<file path="src/rtl/gpu_pkg.sv">
// Shared constants and types for the tiny-GPU renderer pipeline.
// Holds the screen geometry, the object-motion limits derived from it,
// the coordinate type and the VS polarity helper.
package gpu_pkg;

    localparam int unsigned H_ACTIVE = 32'd640;
    localparam int unsigned V_ACTIVE = 32'd480;
    localparam int unsigned BORDER   = 32'd10;
    localparam int unsigned OBJ_SIZE = 32'd30;
    localparam int unsigned COORD_W  = 32'd10;

    // Object top-left limits: inside the border, with the whole square visible.
    localparam int unsigned X_MIN_DEF  = BORDER;
    localparam int unsigned X_MAX_DEF  = H_ACTIVE - BORDER - OBJ_SIZE;
    localparam int unsigned Y_MIN_DEF  = BORDER;
    localparam int unsigned Y_MAX_DEF  = V_ACTIVE - BORDER - OBJ_SIZE;
    localparam int unsigned X_INIT_DEF = H_ACTIVE / 32'd2;
    localparam int unsigned Y_INIT_DEF = V_ACTIVE / 32'd2;

    typedef logic [COORD_W-1:0] coord_t;

    // Map a raw VS level to "sync pulse active" for either polarity.
    function automatic logic vs_act(input logic v, input logic active_low);
        logic a;
        if (active_low) begin
            a = ~v;
        end else begin
            a = v;
        end
        return a;
    endfunction

endpackage

</file>
<file path="src/rtl/btn_debounce.sv">
// Push-button conditioner: 2-flop synchroniser followed by a stability
// counter. The debounced level flips only after the synchronised input has
// disagreed with it for 2^DEB_BITS consecutive cycles.
module btn_debounce #(
    parameter int unsigned DEB_BITS = 32'd16
) (
    input  logic clk,
    input  logic rst,
    input  logic raw,
    output logic level
);

    logic                sync1_q, sync1_d;
    logic                sync2_q, sync2_d;
    logic                level_q, level_d;
    logic [DEB_BITS-1:0] cnt_q,   cnt_d;

    // Next state: shift the synchroniser, count disagreement, flip when saturated.
    always_comb begin
        sync1_d = raw;
        sync2_d = sync1_q;
        level_d = level_q;
        cnt_d   = cnt_q;
        if (sync2_q == level_q) begin
            cnt_d = {DEB_BITS{1'b0}};
        end else if (cnt_q == {DEB_BITS{1'b1}}) begin
            level_d = ~level_q;
            cnt_d   = {DEB_BITS{1'b0}};
        end else begin
            cnt_d = cnt_q + DEB_BITS'(1);
        end
    end

    // State registers; reset discards any debounce progress.
    always_ff @(posedge clk) begin
        if (rst) begin
            sync1_q <= 1'b0;
            sync2_q <= 1'b0;
            level_q <= 1'b0;
            cnt_q   <= {DEB_BITS{1'b0}};
        end else begin
            sync1_q <= sync1_d;
            sync2_q <= sync2_d;
            level_q <= level_d;
            cnt_q   <= cnt_d;
        end
    end

    assign level = level_q;

endmodule

</file>
<file path="src/rtl/obj_motion_ctrl.sv">
// Object motion controller: debounces four buttons and steps the object
// position once per video frame (start of the VS pulse), keeping it inside
// the screen border.
// Optional build macro OBJ_WRAP_EN: motion past a limit wraps to the
// opposite limit instead of clamping.
module obj_motion_ctrl
    import gpu_pkg::*;
#(
    parameter int unsigned X_INIT        = X_INIT_DEF,
    parameter int unsigned Y_INIT        = Y_INIT_DEF,
    parameter int unsigned X_MIN         = X_MIN_DEF,
    parameter int unsigned X_MAX         = X_MAX_DEF,
    parameter int unsigned Y_MIN         = Y_MIN_DEF,
    parameter int unsigned Y_MAX         = Y_MAX_DEF,
    parameter int unsigned STEP          = 32'd1,   // 1 .. X_MAX-X_MIN
    parameter int unsigned DEB_BITS      = 32'd16,
    parameter bit          VS_ACTIVE_LOW = 1'b1
) (
    input  logic         clk,
    input  logic         rst,
    input  logic         btn_up,
    input  logic         btn_dn,
    input  logic         btn_left,
    input  logic         btn_right,
    input  logic         vs,
    output logic [9:0]   o_x,
    output logic [9:0]   o_y,
    output logic         moved
);

    localparam coord_t     X_MIN_C  = coord_t'(X_MIN);
    localparam coord_t     X_MAX_C  = coord_t'(X_MAX);
    localparam coord_t     Y_MIN_C  = coord_t'(Y_MIN);
    localparam coord_t     Y_MAX_C  = coord_t'(Y_MAX);
    localparam coord_t     STEP_C   = coord_t'(STEP);
    // 11-bit thresholds so the limit tests never wrap or underflow.
    localparam logic [10:0] X_LO_THR = 11'(X_MIN + STEP);
    localparam logic [10:0] X_HI_THR = 11'(X_MAX - STEP);
    localparam logic [10:0] Y_LO_THR = 11'(Y_MIN + STEP);
    localparam logic [10:0] Y_HI_THR = 11'(Y_MAX - STEP);
    localparam logic        VS_IDLE  = VS_ACTIVE_LOW ? 1'b1 : 1'b0;

    // One axis update: dec/inc alone move by STEP, both or neither hold.
    function automatic coord_t axis_next(
        input coord_t      pos,
        input logic        dec,
        input logic        inc,
        input coord_t      lo,
        input coord_t      hi,
        input logic [10:0] lo_thr,
        input logic [10:0] hi_thr
    );
        coord_t      r;
        logic [10:0] pos_w;
        pos_w = {1'b0, pos};
        r     = pos;
        if (dec && !inc) begin
            if (pos_w < lo_thr) begin
`ifdef OBJ_WRAP_EN
                r = hi;
`else
                r = lo;
`endif
            end else begin
                r = pos - STEP_C;
            end
        end else if (inc && !dec) begin
            if (pos_w > hi_thr) begin
`ifdef OBJ_WRAP_EN
                r = lo;
`else
                r = hi;
`endif
            end else begin
                r = pos + STEP_C;
            end
        end else begin
            r = pos;
        end
        return r;
    endfunction

    logic   lvl_up, lvl_dn, lvl_left, lvl_right;
    logic   vs_d1_q, vs_d1_d;
    logic   vs_d2_q, vs_d2_d;
    coord_t x_q, x_d;
    coord_t y_q, y_d;
    logic   moved_q, moved_d;
    logic   evt;

    btn_debounce #(.DEB_BITS(DEB_BITS)) u_deb_up (
        .clk(clk), .rst(rst), .raw(btn_up), .level(lvl_up)
    );
    btn_debounce #(.DEB_BITS(DEB_BITS)) u_deb_dn (
        .clk(clk), .rst(rst), .raw(btn_dn), .level(lvl_dn)
    );
    btn_debounce #(.DEB_BITS(DEB_BITS)) u_deb_left (
        .clk(clk), .rst(rst), .raw(btn_left), .level(lvl_left)
    );
    btn_debounce #(.DEB_BITS(DEB_BITS)) u_deb_right (
        .clk(clk), .rst(rst), .raw(btn_right), .level(lvl_right)
    );

    // Frame event: first cycle in which the registered VS is seen active.
    assign evt = vs_act(vs_d1_q, VS_ACTIVE_LOW) & ~vs_act(vs_d2_q, VS_ACTIVE_LOW);

    // Next state: VS history shift and once-per-frame position update.
    always_comb begin
        vs_d1_d = vs;
        vs_d2_d = vs_d1_q;
        x_d     = x_q;
        y_d     = y_q;
        moved_d = 1'b0;
        if (evt) begin
            x_d     = axis_next(x_q, lvl_left, lvl_right, X_MIN_C, X_MAX_C, X_LO_THR, X_HI_THR);
            y_d     = axis_next(y_q, lvl_up,   lvl_dn,    Y_MIN_C, Y_MAX_C, Y_LO_THR, Y_HI_THR);
            moved_d = (x_d != x_q) || (y_d != y_q);
        end else begin
            moved_d = 1'b0;
        end
    end

    // State registers; reset wins over a coincident frame event.
    always_ff @(posedge clk) begin
        if (rst) begin
            vs_d1_q <= VS_IDLE;
            vs_d2_q <= VS_IDLE;
            x_q     <= coord_t'(X_INIT);
            y_q     <= coord_t'(Y_INIT);
            moved_q <= 1'b0;
        end else begin
            vs_d1_q <= vs_d1_d;
            vs_d2_q <= vs_d2_d;
            x_q     <= x_d;
            y_q     <= y_d;
            moved_q <= moved_d;
        end
    end

    assign o_x   = x_q;
    assign o_y   = y_q;
    assign moved = moved_q;

endmodule

</file>
<file path="config.mk">
export PLATFORM = sky130hd
export DESIGN_NAME = obj_motion_ctrl
export DESIGN_NICKNAME = d
export VERILOG_FILES = /design/src/rtl/gpu_pkg.sv /design/src/rtl/btn_debounce.sv /design/src/rtl/obj_motion_ctrl.sv
export SDC_FILE = /design/constraint.sdc
export NUM_CORES = 1
export LEC_CHECK = 0
export CORE_ASPECT_RATIO = 1.5
export CORE_MARGIN = 2
export CORE_UTILIZATION = 29
export CTS_CLUSTER_SIZE = 20
export DETAILED_ROUTE_END_ITERATION = 10
export SLEW_MARGIN = 15
export SYNTH_ARGS = -nofsm -noshare
export SYNTH_HDL_FRONTEND = slang
export SYNTH_SLANG_ARGS = --single-unit
</file>
<file path="constraint.sdc">
create_clock -name clk -period 3 [get_ports clk]
set_input_delay 0.6 -clock clk [delete_from_list [all_inputs] [get_ports clk]]
set_output_delay 0.6 -clock clk [all_outputs]
set_load 0.02 [all_outputs]
</file>
# After elaboration in Yosys (flattened, before gate mapping)
# Cells that the tools add are included.
# Widths: inputs -> output; s select.
# classes
n_shift	0
muxes	10
reduce_logical	18
n_div	0
multipliers	0
n_addsub	8
bitwise	11
order_cmp	4
n_eq_ne	10
# ops
cell	n
$mux 10	10
$add 16x1->16 const B	4
$eq 16x16->1 const B	4
$add 10x1->10 const B	2
$lt 10x4->1 const B	2
$ne 10x10->1	2
$sub 10x1->10 const B	2
$reduce_or 3->1	4
$gt 10x10->1 const B	1
$gt 10x9->1 const B	1
$not 1->1	10
$reduce_and 2->1	4
$eq 1x1->1	4
$logic_and 1x1->1	4
$logic_not 1->1	4
$reduce_or 2->1	1
$and 1x1->1	1
$logic_or 1x1->1	1
# totals
latch_bits	0
word_cells	82
output_inout_bits	21
ram_bits	0
ff_bits	99
romBits	0
memories	0

# Depth between registers and ports, before layout
# Gate-level depths: netlist of the first run.
# logic_depth
word_depth	7
depth_mapped	10
mapped_depth_nobuf	9

# Cells and area by module
# From an unflattened synthesis of the first run, not the netlist that was laid out.
# unflattened
cells_unflattened	650
area_unflattened_um2	5415.2
# by_module_without_submodules
module	area_per_inst_um2	n_inst	cells_per_inst
btn_debounce	825.8	4	86
obj_motion_ctrl	2112.0	1	306

# Least setup slack after synthesis of the first run
# OpenSTA, ideal clock, no wires.
# synth_path
kind	register -> register
from	register y_q[5], in the netlist o_y[5]
to	register moved_q, in the netlist moved
path_slack_ns	0.693
stages_incl_launch_ff	9
arrival_ns	2.172
cell_sequence	dfxtp_1 > buf_2 > or4_4 > o31a_1 > a22oi_2 > o2bb2ai_1 > nor4_1 > and4_1 > a311oi_1
# synth_via
elab_chain_cells	7
elab_cells_between_ends	11
# synth_rtl
element	line_no	text
start, declared	obj_motion_ctrl.sv:87	coord_t y_q, y_d;
start signal, assigned	obj_motion_ctrl.sv:129	y_q <= coord_t'(Y_INIT);
start signal, assigned	obj_motion_ctrl.sv:135	y_q <= y_d;
$add 10x1->10 or $gt 10x9->1 (tied branches)	obj_motion_ctrl.sv:75, obj_motion_ctrl.sv:68	
$mux 10	obj_motion_ctrl.sv:68	if (pos_w > hi_thr) begin
$mux 10	obj_motion_ctrl.sv:67	end else if (inc && !dec) begin
$mux 10	obj_motion_ctrl.sv:57	if (dec && !inc) begin
$mux 10	obj_motion_ctrl.sv:114	if (evt) begin
$ne 10x10->1 (*)	obj_motion_ctrl.sv:117	moved_d = (x_d != x_q) || (y_d != y_q);
$logic_or 1x1->1 (*)	obj_motion_ctrl.sv:117	
end signal, assigned	obj_motion_ctrl.sv:136	moved_q <= moved_d;
end, declared	obj_motion_ctrl.sv:88	logic moved_q, moved_d;
# Mark *: on every way between the ends. The rest lies on a longest branch, timed or not. The select of a mux whose other input is x is not followed.
# A chain may end at the register's enable or synchronous reset.

# Worst setup path in the final report of the first run
# layout_path
from	register y_q[4], in the netlist o_y[4]
to	register moved_q, in the netlist moved
# The elaborated chain is that of the path after synthesis.

==> reports/metrics.yaml, run 1 <==
sequential_cell_area_um2: 1980
first_pass_iters: 5
arrival_time_reported_for_the_critical_path_endpoint_ps: 2650
synthArstFlopShare: 0
fin_crit_ps: 2450
hpwlAfterDp_mm: 8.88
setup_total_negative_slack_ps: 0
grt_pass1_wl_mm: 21.7
cp_capture_type: "flip-flop"
timing.final.setup_violations: 0
r2r_slack_ps: 550
timing.max_slew.rel_slack: 0.496
die_x_extent_um: 113
synth_cell_types: 60
layoutNonFillerInstCount: 878
most-common-layout-cells: "107 x sky130_fd_sc_hd__nor2_1, 99 x sky130_fd_sc_hd__dfxtp_1, 52 x sky130_fd_sc_hd__nand2_1"
min_period_over_period: 0.818
min-delay-path-class: "reg2reg"
routed_wl_mm: 12.6
avgSynthCellArea_um2: 7.97
antenna_cells: 0
ir_worst_vdd_uv: 237
pwr_density_cell_nw_per_um2: 430
startpoint: "o_y[4]$_SDFFE_PP1P_"
synth_area_um2: 5130
detailroute.via_count: 4574
drive_above_1_share: 0.0647
drt.antenna.violating_nets: 0
detail_route.drc_violations: 0
cts_inserted_buffers: 9
htreeDepth: 3
fin_nets: 675
number_of_enable_flip_flop_cells_after_synthesis: 0
number_of_global_route_vias_before_repair: 4474
total_leakage_power_uw: 0.00199
routabilityCongestion: 0.929
cts_hold_buf: 0
final_hold_viol_count: 0
floorplan.initialDensity: 0.296
io_buffer_count: 27
final.fill_count: 1806
die_y_um: 167
core_region_area_um2: 17300
clockBufferDepth: 2
crit_end: "moved$_SDFF_PP0_"
dpl.cell_count: 862
critical-path-max-stage-delay_ps: 630
grt_overflow_total: 0
synthesis.instances: 644
die_area_um2: 18800
clkSlewWorstSetupHoldPaths_ps: 80
worst_ep_required_time_ps: 3200
synth_sequential_area_ratio: 0.386
ys_warn_count: 0
globalRouteTotalUtil: 0.138
count_of_pins_over_their_slew_limit: 0
floorplan.rows: 59
post_drt_via_cell_ratio: 5.21
drt-wirelength-per-cell_um: 14.4
crit_path_top_delay_cell: "sky130_fd_sc_hd__or4_4"
tightestPinTransition_ps: 756
r2r_start: "o_y[4]$_SDFFE_PP1P_"
cts_tree: "done"
worst_skew_pair.late_latency_ps: 350
drt-initial-drc-count: 302
postCtsSetupRepairBufs: 0
worst_clock_skew_ps: 6.25
clock_sink_count: 99
cp_max_fo: 11
critical_path.startpoint_type: "flip-flop"
syn-num-nets: 659
ff2ff_path_depth: 7
achievable-frequency_ghz: 0.408
ys_seq_elements: 99
rsz0062_at_grt: "no"
ios: 28
total_area_of_multi_input_combinational_cells_um2: 2940
post_cts.resized_instances: 0
path_class: "reg2reg"
worstPathCellList: "or4_4 -> o31a_1 -> a22oi_2 -> o2bb2ai_1 -> nor4_1 -> and4_1 -> a311oi_1"
grt_max_degree: 32
antenna_violations_before_repair: 0
r2r-end: "moved$_SDFF_PP0_"
maxCapViolations: 0
outcome: "completed"
flip_flop_cell_with_the_highest_count_after_synthesis: "sky130_fd_sc_hd__dfxtp_1"
synth_to_layout_area_growth_pct: 15.5
ctsRootBufferMaster: "sky130_fd_sc_hd__clkbuf_16"
layout_commonest_cell: "sky130_fd_sc_hd__nor2_1"
## per-stage QoR
| stage | cell area, um2 | utilization | setup slack [ps] | total power (uW) | hold slack [ps] |
|---|---|---|---|---|---|
| floorplan | 5130 | - | 693 | 1390 | 414 |
| CTS | 5930 | 0.342 | 600 | 2590 | 445 |
| global route | 5930 | 0.342 | 362 | 2650 | 463 |
| finish | 5930 | 0.342 | 547 | 2550 | 441 |
| global placement | 5620 | 0.324 | 611 | 1420 | 422 |
| detailed placement | 5620 | 0.324 | 609 | 1420 | 427 |
## logic make-up after synthesis
group / share of synthesized area
multiplexers: 0.0119
AO/OA/AOI/OAI: 0.155
flip-flops: 0.386
buffers and inverters: 0.0402
AND/OR/NAND/NOR: 0.285
adder cells (fa/ha/maj): 0.0195
XOR/XNOR: 0.102
## layout make-up
class,count,area share
multi-input cells,494,0.496
flip-flops and latches,99,0.334
repair buffers,40,0.0621
well taps,213,0.0450
clock buffers,9,0.0380
clock inverters,7,0.0141
inverters,16,0.0101
## worst max-delay path, delay by kind of cell, from the launching register on
| family | cells | cell delay, ps |
|---|---|---|
| flops | 1 | 430 |
| simple gates | 3 | 1120 |
| compound gates | 4 | 750 |
## power breakdown
group	switching, uW	internal [uW]
sequential	6.65	1320
combinational	36.4	20.0
clock	572	595
total	615	1940
## worst min path at each step
stage	start	to	depth (start not counted)
floorplan	u_deb_dn.sync1_q$_SDFF_PP0_	u_deb_dn.sync2_q$_SDFF_PP0_	1
CTS	u_deb_dn.sync1_q$_SDFF_PP0_	u_deb_dn.sync2_q$_SDFF_PP0_	1
global route	u_deb_dn.sync1_q$_SDFF_PP0_	u_deb_dn.sync2_q$_SDFF_PP0_	1
global placement	u_deb_dn.sync1_q$_SDFF_PP0_	u_deb_dn.sync2_q$_SDFF_PP0_	1
detailed placement	u_deb_dn.sync1_q$_SDFF_PP0_	u_deb_dn.sync2_q$_SDFF_PP0_	1
finish	u_deb_left.sync1_q$_SDFF_PP0_	u_deb_left.sync2_q$_SDFF_PP0_	1
## Yosys cell counts, types with 7 or more instances
master | instances | share of area
sky130_fd_sc_hd__xnor2_1 | 18 | 0.031
sky130_fd_sc_hd__xor2_1 | 42 | 0.072
sky130_fd_sc_hd__inv_1 | 16 | 0.012
sky130_fd_sc_hd__nor2b_1 | 16 | 0.020
sky130_fd_sc_hd__nand2_1 | 52 | 0.038
sky130_fd_sc_hd__and3_1 | 14 | 0.017
sky130_fd_sc_hd__ha_1 | 8 | 0.020
sky130_fd_sc_hd__dfxtp_1 | 99 | 0.39
sky130_fd_sc_hd__nand4_1 | 16 | 0.020
sky130_fd_sc_hd__nor3_1 | 18 | 0.018
sky130_fd_sc_hd__nand3_1 | 35 | 0.034
sky130_fd_sc_hd__nor2_1 | 107 | 0.078
sky130_fd_sc_hd__nand2b_1 | 7 | 0.0085
sky130_fd_sc_hd__a21oi_1 | 30 | 0.029
sky130_fd_sc_hd__clkbuf_1 | 27 | 0.020
sky130_fd_sc_hd__o21ai_0 | 34 | 0.033
## registers in the layout, summed over array words and instances, names as in the netlist, 10 cells and up
| name | count |
|---|---|
| o_x | 10 |
| u_deb_right.cnt_q | 16 |
| o_y | 10 |
| u_deb_left.cnt_q | 16 |
| u_deb_dn.cnt_q | 16 |
| u_deb_up.cnt_q | 16 |
## routing by layer
metal | track usage | up-vias | share of wire
met5 | 0 | - | 0
met4 | 0.0716 | 0 | 0.033
met3 | 0.0222 | 27 | 0.039
met2 | 0.237 | 128 | 0.50
met1 | 0.164 | 2129 | 0.42
li1 | - | 2290 | -
(Power assumes the default switching activity.)
==> inputs of run 2 (changes only) <==
Clock period 3 ns to 2.4 ns, I/O delays scaled along.
==> run 2 against run 1 <==
- maximum frequency grew 8.3%
- critical path depth is the same
- sequential share of layout area is 1.4 points lower
- setup slack worse by 410 ps
- clock skew is 3.4 ps higher
- via count is 4.7% higher
- non-clock buffer count grew 31
- first-iteration DRC count rose by 8.3%
- cell count grew 3.5%
- hold slack better by 4.0 ps
- flip-flop and latch count unchanged
- core utilization is 1.5 points higher
- critical path type unchanged
==> reports/metrics.yaml, run 2 (synthesized netlist as in run 1, its figures left out) <==
outcome: "completed"
htreeDepth: 3
most-common-layout-cells: "107 x sky130_fd_sc_hd__nor2_1, 99 x sky130_fd_sc_hd__dfxtp_1, 52 x sky130_fd_sc_hd__nand2_1"
total_leakage_power_uw: 0.00215
fin_nets: 706
pwr_density_cell_nw_per_um2: 515
routed_wl_mm: 13.2
power.share.combinational: 0.024
p_int_uw: 2420
clkSlewWorstSetupHoldPaths_ps: 80
tightestPinTransition_ps: 534
worst_skew_pair.late_latency_ps: 350
drt-initial-drc-count: 327
cts_hold_buf: 0
layout_commonest_cell: "sky130_fd_sc_hd__nor2_1"
antenna_violations_before_repair: 0
dpl.cell_count: 890
achievable-frequency_ghz: 0.441
cp_capture_type: "flip-flop"
final.fill_count: 1776
ios: 28
fin_crit_ps: 2270
die_area_um2: 18800
power_switching_share: 0.241
switchingPower_uw: 768
seq_power_share: 0.520
die_x_extent_um: 113
clock_sink_count: 99
layoutNonFillerInstCount: 909
worst_ep_required_time_ps: 2610
first_pass_iters: 5
globalRouteTotalUtil: 0.143
timing.max_slew.rel_slack: 0.644
arrival_time_reported_for_the_critical_path_endpoint_ps: 2470
finalPower_uw: 3190
clockBufferDepth: 2
number_of_global_route_vias_before_repair: 4707
count_of_pins_over_their_slew_limit: 0
maxCapViolations: 0
die_y_um: 167
ctsRootBufferMaster: "sky130_fd_sc_hd__clkbuf_16"
drive_above_1_share: 0.115
floorplan.rows: 59
antenna_cells: 0
grt_overflow_total: 0
routabilityCongestion: 1.03
synth_to_layout_area_growth_pct: 20.6
path_class: "reg2reg"
drt.antenna.violating_nets: 0
detail_route.drc_violations: 0
cts_inserted_buffers: 9
grt_pass1_wl_mm: 22.3
post_drt_via_cell_ratio: 5.27
clock_power_share: 0.456
hpwlAfterDp_mm: 9.45
critical_path.startpoint_type: "flip-flop"
grt_max_degree: 32
core_region_area_um2: 17300
ir_worst_vdd_uv: 314
min_period_over_period: 0.944
floorplan.initialDensity: 0.296
drt-wirelength-per-cell_um: 14.5
io_buffer_count: 27
cts_tree: "done"
min-delay-path-class: "reg2reg"
worst_clock_skew_ps: 9.61
detailroute.via_count: 4787
timing.final.setup_violations: 0
final_hold_viol_count: 0
cp_max_fo: 7
## run 2: cell types whose count changed in the layout (fill, tap and decap cells not counted), sizes merged
cell / delta
buf: +31
clkinv: +2
inv: -2
## run 2: cell type report
| cell class | instances | area [um2] | area share |
|---|---|---|---|
| sequential | 99 | 1980 | 0.320 |
| timing repair buffer | 71 | 601 | 0.0971 |
| clock inverter | 7 | 83.8 | 0.0135 |
| inverter | 16 | 60.1 | 0.00971 |
| clock buffer | 9 | 225 | 0.0364 |
| multi-input combinational | 494 | 2970 | 0.480 |
| tap | 213 | 267 | 0.0431 |
## run 2: routing by layer
metal,share of wire,vias to the layer above,routed length [um],track usage
met5,0,-,0,0
met4,0.052,0,684,0.0891
met3,0.037,58,488,0.0189
met2,0.49,151,6420,0.244
met1,0.43,2226,5610,0.168
li1,-,2352,-,-
## run 2: power by group through the flow
| stage | registers, uW | clock network [uW] | logic (uW) |
|---|---|---|---|
| 6_report | 1660 | 1450 | 76.1 |
| 5_1_grt | 1660 | 1570 | 84.1 |
| 4_1_cts | 1660 | 1510 | 76.7 |
| 3_5_place_dp | 1700 | 0 | 76.1 |
| 3_3_place_gp | 1700 | 0 | 77.1 |
| 2_1_floorplan | 1700 | 0 | 43.2 |
## run 2: final timing paths
kind | slack, ps | from | cells past startpoint | endpoint
max | 130 | o_y[4]$_SDFFE_PP1P_ | 7 | moved$_SDFF_PP0_
min | 440 | u_deb_up.cnt_q[0]$_SDFF_PP0_ | 1 | u_deb_up.cnt_q[0]$_SDFF_PP0_
max reg2reg | 130 | o_y[4]$_SDFFE_PP1P_ | 7 | moved$_SDFF_PP0_
min reg2reg | 440 | u_deb_up.cnt_q[0]$_SDFF_PP0_ | 1 | u_deb_up.cnt_q[0]$_SDFF_PP0_
## run 2: critical path, cell delays in order, from the launching register on
cell,delay [ps]
sky130_fd_sc_hd__dfxtp_1,350
sky130_fd_sc_hd__or4_4,600
sky130_fd_sc_hd__o31ai_4,350
sky130_fd_sc_hd__buf_4,190
sky130_fd_sc_hd__o21ai_0,110
sky130_fd_sc_hd__a21oi_1,240
sky130_fd_sc_hd__and4_1,210
sky130_fd_sc_hd__a311oi_1,80
## run 2: timing repair
item,4_1_cts,5_1_grt
endpoints found under the hold margin,0,0
resized for setup,0,6
setup endpoints to repair,0,1
setup buffers,0,3
## run 2: stage by stage
step,cell area [um2],TNS (ps),setup slack [ps],util,hold slack [ps]
2_1_floorplan,5130,0,93.1,-,414
3_3_place_gp,5830,0,87.6,0.336,418
3_5_place_dp,5830,0,99.2,0.336,429
4_1_cts,6140,0,68.7,0.354,447
5_1_grt,6190,-7.77,-7.77,0.357,464
6_report,6190,0,134,0.357,445
